### src/rtl/lockin_demodulator.sv
// ---------------------------------------------------------------------------
// lockin_demodulator
//
// Phase-sensitive detector for the lock-in amplifier. Takes 8-bit unsigned
// ADC samples (midscale 128) and generates the square-wave excitation
// reference. Each sample is mixed with an in-phase and a quadrature square
// reference and summed over a window of SAMPLES_PER_PERIOD * 2^PERIODS_LOG2
// samples. The signed I/Q sums of each completed window go to the
// magnitude/phase stage.
//
// Ports
//   clk          in   1      system clock
//   reset        in   1      synchronous, active-high reset
//   enable       in   1      1 = run demodulation, 0 = idle / abandon window
//   sampleValid  in   1      one-cycle pulse, sampleData valid (any rate)
//   sampleData   in   8      unsigned ADC code, midscale 128
//   refOut       out  1      reference square wave (excitation drive)
//   refQuadOut   out  1      quadrature reference, 90 degrees lagging
//   busy         out  1      high while the demodulator is running
//   resultValid  out  1      one-cycle pulse, inPhase/quadrature updated
//   inPhase      out  ACC_W  signed I integral of the last completed window
//   quadrature   out  ACC_W  signed Q integral of the last completed window
// ---------------------------------------------------------------------------
module lockin_demodulator #(
    parameter  int SAMPLES_PER_PERIOD = 16,  // power of 2, >= 4
    parameter  int PERIODS_LOG2       = 4,   // window = 2^PERIODS_LOG2 periods
    localparam int ACC_W              = 9 + $clog2(SAMPLES_PER_PERIOD) + PERIODS_LOG2
) (
    input  logic             clk,
    input  logic             reset,
    input  logic             enable,
    input  logic             sampleValid,
    input  logic [7:0]       sampleData,
    output logic             refOut,
    output logic             refQuadOut,
    output logic             busy,
    output logic             resultValid,
    output logic [ACC_W-1:0] inPhase,
    output logic [ACC_W-1:0] quadrature
);

    // Phase index width and window counter width. The phase is the low bits
    // of the window counter: both advance on every accepted sample and both
    // return to zero at the window end, so no separate phase register is kept.
    localparam int PH_W  = $clog2(SAMPLES_PER_PERIOD);
    localparam int CNT_W = PH_W + PERIODS_LOG2;

    typedef enum logic {
        IDLE,
        RUN
    } stateT;

    stateT                    state;
    logic [CNT_W-1:0]         sampleCnt;
    logic signed [ACC_W-1:0]  accI;
    logic signed [ACC_W-1:0]  accQ;

    logic [PH_W-1:0]          phase;
    logic                     iPos;
    logic                     qPos;
    logic signed [8:0]        sampleS;
    logic signed [ACC_W-1:0]  sampleExt;
    logic signed [ACC_W-1:0]  contribI;
    logic signed [ACC_W-1:0]  contribQ;
    logic signed [ACC_W-1:0]  sumI;
    logic signed [ACC_W-1:0]  sumQ;
    logic                     windowEnd;

    assign phase = sampleCnt[PH_W-1:0];

    // Reference signs from the two top phase bits. For SPP=16:
    //   I positive for p 0..7    -> top bit clear
    //   Q positive for p 4..11   -> top two bits differ
    assign iPos = ~phase[PH_W-1];
    assign qPos = phase[PH_W-1] ^ phase[PH_W-2];

    // Offset-binary to two's complement, range -128..+127, then sign-extend
    // to the accumulator width.
    assign sampleS   = $signed({1'b0, sampleData} - 9'd128);
    assign sampleExt = {{(ACC_W-9){sampleS[8]}}, sampleS};

    // Mixing with a +/-1 square reference is just add or subtract.
    // NOTE: every signal written in always_comb gets a default first, so no
    // path leaves it unassigned and no latch is inferred.
    always_comb begin
        contribI = sampleExt;
        contribQ = sampleExt;
        if (!iPos) begin
            contribI = -sampleExt;
        end
        if (!qPos) begin
            contribQ = -sampleExt;
        end
    end

    assign sumI = accI + contribI;
    assign sumQ = accQ + contribQ;

    // Last sample of the window: counter at its all-ones value.
    assign windowEnd = (sampleCnt == '1);

    // NOTE: all state below uses non-blocking assignments so every register
    // samples the pre-edge values, independent of statement order.
    always_ff @(posedge clk) begin
        if (reset) begin
            state       <= IDLE;
            sampleCnt   <= '0;
            accI        <= '0;
            accQ        <= '0;
            refOut      <= 1'b0;
            refQuadOut  <= 1'b0;
            busy        <= 1'b0;
            resultValid <= 1'b0;
            inPhase     <= '0;
            quadrature  <= '0;
        end else begin
            resultValid <= 1'b0;

            case (state)
                IDLE: begin
                    // Held cleared; samples here, including the cycle that
                    // sees enable rise, are dropped.
                    sampleCnt  <= '0;
                    accI       <= '0;
                    accQ       <= '0;
                    refOut     <= 1'b0;
                    refQuadOut <= 1'b0;
                    if (enable) begin
                        state <= RUN;
                        busy  <= 1'b1;
                    end
                end

                RUN: begin
                    if (!enable) begin
                        // Abandon the partial window; a sample arriving with
                        // enable low is ignored and the last results stay.
                        state      <= IDLE;
                        busy       <= 1'b0;
                        sampleCnt  <= '0;
                        accI       <= '0;
                        accQ       <= '0;
                        refOut     <= 1'b0;
                        refQuadOut <= 1'b0;
                    end else begin
                        // References follow the phase of the sample currently
                        // awaited, one register stage later.
                        refOut     <= iPos;
                        refQuadOut <= qPos;
                        if (sampleValid) begin
                            // Counter wraps to 0 on its own at the window end,
                            // which also returns the phase to 0.
                            sampleCnt <= sampleCnt + CNT_W'(1);
                            if (windowEnd) begin
                                inPhase     <= sumI;
                                quadrature  <= sumQ;
                                resultValid <= 1'b1;
                                accI        <= '0;
                                accQ        <= '0;
                            end else begin
                                accI <= sumI;
                                accQ <= sumQ;
                            end
                        end
                    end
                end

                default: begin
                    state <= IDLE;
                    busy  <= 1'b0;
                end
            endcase
        end
    end

endmodule

### config.mk
export PLATFORM = sky130hd
export DESIGN_NAME = lockin_demodulator
export DESIGN_NICKNAME = d
export VERILOG_FILES = /design/src/rtl/lockin_demodulator.sv
export SDC_FILE = /design/constraint.sdc
export NUM_CORES = 1
export LEC_CHECK = 0
export ABC_CLOCK_PERIOD_IN_PS = 3950
export BUFFER_PORTS_ARGS = -buffer_cell sky130_fd_sc_hd__clkbuf_2
export CAP_MARGIN = 20
export CORE_UTILIZATION = 55
export DETAILED_ROUTE_END_ITERATION = 10
export HOLD_SLACK_MARGIN = 0.15
export MAX_ROUTING_LAYER = met4
export PLACE_DENSITY = 0.82
export SYNTH_ARGS = -nofsm -noshare
export SYNTH_HDL_FRONTEND = slang
export SYNTH_SLANG_ARGS = --single-unit
### constraint.sdc
create_clock -name clk -period 3.95 [get_ports clk]
set_input_delay 0.1975 -clock clk [delete_from_list [all_inputs] [get_ports clk]]
set_output_delay 0.1975 -clock clk [all_outputs]
set_load 0.01 [all_outputs]
[Word level (Yosys, flattened, before mapping)]
Cells that the tools add are included.
Storage, ports and cells
  input bits: 12
  output and inout bits: 38
  word-level logic and storage cells: 49
  register bits after elaboration: 81
Operators by class
  bitwise logic cells: 5
  reduce and logical (&&, ||, !) cells: 3
  multiplexer cells: 22
  equal/unequal tests: 4
  add/subtract/negate cells: 5
Operators by type and width (count)
  2-to-1 mux 17 bit: 8
  case mux 17 bit (2 select lines): 2
  adder 17 bit: 2
  negator 9 -> 17 bit: 1
  2-to-1 mux 8 bit: 2
  case mux 8 bit (2 select lines): 1
  subtractor 8 x 8 -> 9 bit (second input constant): 1
  adder 8 x 1 -> 8 bit (second input constant): 1
  equality test 8 bit (second input constant): 1
  2-to-1 mux 1 bit: 6
  case mux 1 bit (2 select lines): 3
  inequality test 2 bit (second input constant): 2
  inverter 1 bit: 4
  AND reduction 4 bit: 1
  OR reduction 4 bit: 1
  inequality test 3 bit (second input constant): 1
  AND reduction 2 bit: 1
  bitwise XOR 1 bit: 1

[Depth between registers and ports, before layout]
  depth after elaboration: 8
  gate-level depth with buffers: 16
  depth with buffers taken out: 15

[Least setup slack after synthesis]
Ideal clock, no wire load.
  kind: input to register
  start point: input port sampleData[2]
  end point: register accI[14]
  stages on the path: 13
  slack: 644 ps
  data required time: 3833 ps
  path buffers: 0
  setup time: 117 ps
  arrival: 3188 ps
  cells stage by stage: or3_1 or3_1 nor3_1 inv_1 ha_1 a21oi_1 ha_1 a21oi_1 nand2_1 o21ai_1 a21oi_1 or3_1 a32o_1
Between the ends
  cells in the longest elaborated chain, start to end: 8
Ends and longest elaborated chain
  from (decl): RTL line 33  | input logic [7:0] sampleData,
  subtractor 8 x 8 -> 9 bit *: RTL line 79  | assign sampleS = $signed({1'b0, sampleData} - 9'd128);
  negator 9 -> 17 bit: RTL line 89  | contribI = -sampleExt;
  2-to-1 mux 17 bit *: RTL line 88  | if (!iPos) begin
  adder 17 bit *: RTL line 96  | assign sumI = accI + contribI;
  2-to-1 mux 17 bit *: RTL line 154  | if (windowEnd) begin
  2-to-1 mux 17 bit *: RTL line 150  | if (sampleValid) begin
  2-to-1 mux 17 bit *: RTL line 135  | if (!enable) begin
  case mux 17 bit (2 select lines) *: RTL line 119  | case (state)
  to (signal assigned): RTL line 161  | accI <= sumI;
  to (decl): RTL line 55  | logic signed [ACC_W-1:0] accI;
Mark *: on every way between the ends. The rest lies on a longest branch, timed or not. The select of a mux whose other input is x is not followed.
A chain may end at the register's enable or synchronous reset.

[Worst setup path after layout]
  start point: register sampleCnt[2]
  end point: register quadrature[13]
Between the ends
  cells in the longest elaborated chain, start to end: 3
  elaborated cells between the ends (all ways): 5
  those cells by class: add/sub: 1; eq/ne: 1; mux: 1; bitwise: 1; reduce/logical: 1
Ends and longest elaborated chain
  from (decl): RTL line 54  | logic [CNT_W-1:0] sampleCnt;
  from (signal assigned): RTL line 153  | sampleCnt <= sampleCnt + CNT_W'(1);
  bitwise XOR 1 bit: RTL line 75  | assign qPos = phase[PH_W-1] ^ phase[PH_W-2];
  2-to-1 mux 17 bit: RTL line 91  | if (!qPos) begin
  adder 17 bit: RTL line 97  | assign sumQ = accQ + contribQ;
  to (signal assigned): RTL line 156  | quadrature <= sumQ;
  to (decl): RTL line 39  | output logic [ACC_W-1:0] quadrature
Parallel ways exist; a longest one is shown, timed or not.

==> reports/qor.csv <==
stage,metric,value,unit
floorplanning,Starting Density,56.78,%
synthesis,Post-Syn Nets,657,
setup_path,reg-to-reg startpoint,sampleCnt[2]$_SDFFE_PP0P_,
power_and_ir_drop,Switch Pwr,428.6,uW
clocking,"CTS clk-pin slew, worst paths",0.09,ns
route,vias post-DR,4555,
timing,final hold violations,0,
synthesis,Post-synth ARST share,0,%
route,WL final,12170,um
floorplanning,Rows,34,
setup_path,flop-to-flop setup slack,0.63,ns
synthesis,synth unique cells,61,
clocking,H-tree Lvls,3,
global_routing,global routing usage on met1,33.26,%
route,DRC Markers,0,
timing,Max Freq,301.6,MHz
setup_path,Crit Path Max Fanout,9,
route,antenna-violating nets left,0,
finish,layout cells sized above 1,12.98,%
synthesis,Compound-Gate Fraction of Synth Area,24.12,%
floorplanning,die span in x,96.65,um
synthesis,main combinational cell family by area after synthesis,compound AO/OA/AOI/OAI gates,
setup_path,CP cell instances,ha_1 -> mux2_2 -> ha_1 -> a21oi_1 -> o2111ai_1 -> a221oi_1 -> nand2_1 -> nor4b_1 -> a211o_1,
power_and_ir_drop,switching share of total power,26.23,%
finish,Syn-to-layout area delta,11.48,%
timing,min Tclk post-route,3.316,ns
setup_path,reg2reg end,quadrature[13]$_SDFFE_PP0P_,
finish,fin nets,701,
clocking,clk root buf,clkbuf_8,
min_path,Hold Path Cell Cnt,3,
floorplanning,I/O Pins,50,
finish,Ant. Diodes,0,
setup_path,Crit Path Class,flip-flop to flip-flop,
clocking,TritonCTS clock tree,yes,
setup_path,Arrival @ worst endpoint,3.61,ns
clocking,Post-CTS Setup Bufs,0,
setup_path,CP Launch Type,flip-flop,
route,vias per inst,5.970,
synthesis,Post-Synth XOR/XNOR Area,6.755,%
synthesis,"EDFF count, synth",0,
synthesis,Main synth FF type,dfxtp_1,
job,number of max-cap violations,0,
power_and_ir_drop,Power Dens Cells,297.5,nW/um^2
synthesis,Cells after Synth,606,
min_path,HP Start,sampleValid,
setup_path,CP top delay family,compound AO/OA/AOI/OAI gates,
power_and_ir_drop,sequential share of power,50.5,%
clocking,later-pin clock latency in the skew report,0.35,ns
timing,fin crit share,83.94,%
placement,HPWL after DPL,9051,um
clocking,deepest clock path buffer count,2,
power_and_ir_drop,Clock Power Share,38.4,%
min_path,min-delay worst type,input pin to flip-flop,
global_routing,grt met3 use,4.408,%
timing,Slew @ Worst Pin,0.8472,ns
floorplanning,core box area,8678,um^2
synthesis,sequential share of the synthesized area,32.91,%
synthesis,Synth Area per Inst,8.131,um^2
synthesis,YS warnings,0,
clocking,number of buffers created by CTS,9,
global_routing,Overall Global Routing Usage,27.03,%
route,initial DRC count,219,
timing,RSZ-0062 raised after global routing,no,
route,DR WL/cell,15.95,um
setup_path,Worst Reg-to-Reg Cells,9,
setup_path,"Top cell by count, worst path",ha_1,
power_and_ir_drop,Internal,1205,uW
timing,setup TNS,0,ns
global_routing,final global-route overflow total,0,
clocking,CTS Sinks,81,
global_routing,busiest grt layer,met2,
synthesis,Mapped Area,4927,um^2
global_routing,first-pass GRT wire length,20430,um
clocking,cts-stage hold buffer count,1,
setup_path,Critical-path top delay cell,ha_1,
finish,final core area utilization,63.29,%
global_routing,vias in the first global route,4437,
setup_path,"slowest stage delay, CP",0.54,ns
clocking,PostCTS Resize Cnt,0,
route,Pre-Repair DR Iteration Count,5,
floorplanning,Die H,96.65,um
global_routing,largest net degree at the start of global routing,28,
setup_path,crit end category,flip-flop,
global_routing,grt met2 use,44.58,%
setup_path,Buf/Inv on CP,0,
placement,routability cong.,0.9291,
synthesis,post-synthesis mux area share,1.041,%
timing,# setup viols final,0,
power_and_ir_drop,LEAKAGE,0.002418,uW
run_status,status,"complete, no violations",
placement,IO Port Bufs,49,
synthesis,flip-flop and latch count after synthesis,81,
floorplanning,Die ar.,9341,um^2
timing,Layout Skew,0.01249,ns
synthesis,Adder-Cell Fraction of Synth Area,10.21,%
timing,Pins Over Slew Limit,0,
min_path,hold path endpoint,sampleCnt[0]$_SDFFE_PP0P_,
power_and_ir_drop,Logic pwr share,11.1,%
power_and_ir_drop,Worst VDD drop,0.0002007,V
synthesis,Post-Synth Simple-Gate Area,21.10,%
global_routing,initial antenna violation count,0,
timing,worst rel slew slack,43.31,%
setup_path,Critical Path RT,4.25,ns
==> cells in the final DEF, fill, tap and decap left out, types with 6 or more instances in the layout <==
master     n
a22o_1     7
a21o_1    17
or3_1     11
inv_1     21
nor3b_1    7
xor2_1    16
o211ai_1   6
xnor2_1   22
clkbuf_8  10
dfxtp_1   81
clkbuf_2  49
a21oi_1   41
a211oi_1   9
nand2b_1   8
buf_4     11
nor3_1    14
nor2_1    48
nand3b_1  12
ha_1      37
nand3_1   16
o21ai_0   46
nand2_1   72
a22oi_1   12
==> power groups by stage <==
stage          combinational [uW]  clock (uW)  sequential, uW
2_1_floorplan                 133           0             844
3_3_place_gp                  172           0             844
5_1_grt                       200         678             826
3_5_place_dp                  176           0             844
6_report                      181         628             825
4_1_cts                       179         643             825
==> worst max-delay path by stage <==
stage,to,from,depth (start not counted),slack [ns]
after floorplan,accI[14]$_SDFFE_PP0P_,sampleData[2],13,0.64
after global placement,accI[15]$_SDFFE_PP0P_,sampleData[0],15,0.45
after detailed placement,accI[15]$_SDFFE_PP0P_,sampleData[0],15,0.33
after CTS,accI[15]$_SDFFE_PP0P_,sampleData[0],15,0.69
after global routing,quadrature[13]$_SDFFE_PP0P_,sampleCnt[2]$_SDFFE_PP0P_,11,0.43
final,quadrature[13]$_SDFFE_PP0P_,sampleCnt[2]$_SDFFE_PP0P_,9,0.63
==> area by class of cell <==
| class | instances | area, um^2 |
|---|---|---|
| Clock buffer | 11 | 141.4 |
| Clock inverter | 5 | 62.56 |
| Fill cell | 782 | 3186 |
| Inverter | 21 | 78.83 |
| Multi-Input combinational cell | 476 | 3115 |
| Sequential cell | 81 | 1622 |
| Tap cell | 108 | 135.1 |
| Timing Repair Buffer | 61 | 337.8 |
==> per-stage QoR <==
step | cell area (um^2) | hold slack, ns | instances | power (uW) | setup WS (ns)
after detailed placement | 5279 | 0.4482 | 746 | 1021 | 0.3280
after CTS | 5493 | 0.2012 | 763 | 1647 | 0.6884
final | 5493 | 0.2150 | 763 | 1634 | 0.6345
after floorplan | 4927 | 0.3257 | 606 | 977.2 | 0.6445
after global placement | 5279 | 0.4382 | 746 | 1016 | 0.4529
after global routing | 5493 | 0.2363 | 763 | 1704 | 0.4262
==> cell families (layout without fill, tap and decap cells) <==
| group | Yosys count | count (layout) |
|---|---|---|
| AO/OA/AOI/OAI | 181 | 181 |
| XOR/XNOR | 38 | 38 |
| adder cells (fa/ha/maj) | 39 | 39 |
| buffers and inverters | 49 | 98 |
| flip-flops | 81 | 81 |
| multiplexers | 5 | 5 |
| AND/OR/NAND/NOR | 213 | 213 |
==> tightest hold or removal path, delay by kind of cell <==
kind | cells | cell delay (ns)
xor+xnor | 1 | 0.09
simple gates | 1 | 0.07
buf+inv | 1 | 0.18
==> sequential cells by signal, indices dropped and copies added, names as in the netlist, 8 cells and up <==
| name | flops |
|---|---|
| quadrature | 17 |
| accI | 17 |
| accQ | 17 |
| sampleCnt | 8 |
| inPhase | 17 |
==> synth_stat cells, types with 2 or more instances <==
cell type / instances / area share, %
a2111oi_0: 2 / 0.36
a211o_1: 2 / 0.36
a211oi_1: 9 / 1.4
a21o_1: 17 / 2.6
a21oi_1: 41 / 4.2
a22o_1: 7 / 1.2
a22oi_1: 12 / 1.8
a31oi_1: 3 / 0.38
a32o_1: 5 / 1.0
and2_1: 2 / 0.25
and3_1: 5 / 0.63
buf_1: 2 / 0.15
buf_2: 5 / 0.51
clkbuf_1: 21 / 1.6
dfxtp_1: 81 / 33
fa_1: 2 / 0.81
ha_1: 37 / 9.4
inv_1: 21 / 1.6
mux2i_1: 4 / 0.81
nand2_1: 72 / 5.5
nand2b_1: 8 / 1.0
nand3_1: 16 / 1.6
nand3b_1: 12 / 1.8
nor2_1: 48 / 3.7
nor2b_1: 5 / 0.63
nor3_1: 14 / 1.4
nor3b_1: 7 / 1.1
nor4_1: 4 / 0.51
o211a_1: 3 / 0.61
o211ai_1: 6 / 0.91
o21a_1: 3 / 0.46
o21ai_0: 46 / 4.7
o21ai_1: 5 / 0.51
o21bai_1: 2 / 0.30
o311ai_0: 2 / 0.36
o31a_1: 2 / 0.36
o31ai_1: 2 / 0.30
or2_2: 2 / 0.25
or3_1: 11 / 1.4
xnor2_1: 22 / 3.9
xor2_1: 16 / 2.8
==> metal layers <==
layer | wire length, um | part of all wire, % | vias to the layer above
met5 | 0 | 0 | -
met2 | 5842 | 48 | 148
met4 | 299 | 2.5 | 0
li1 | - | - | 2264
met3 | 695 | 5.7 | 32
met1 | 5333 | 44 | 2111
(Power assumes the default switching activity.)
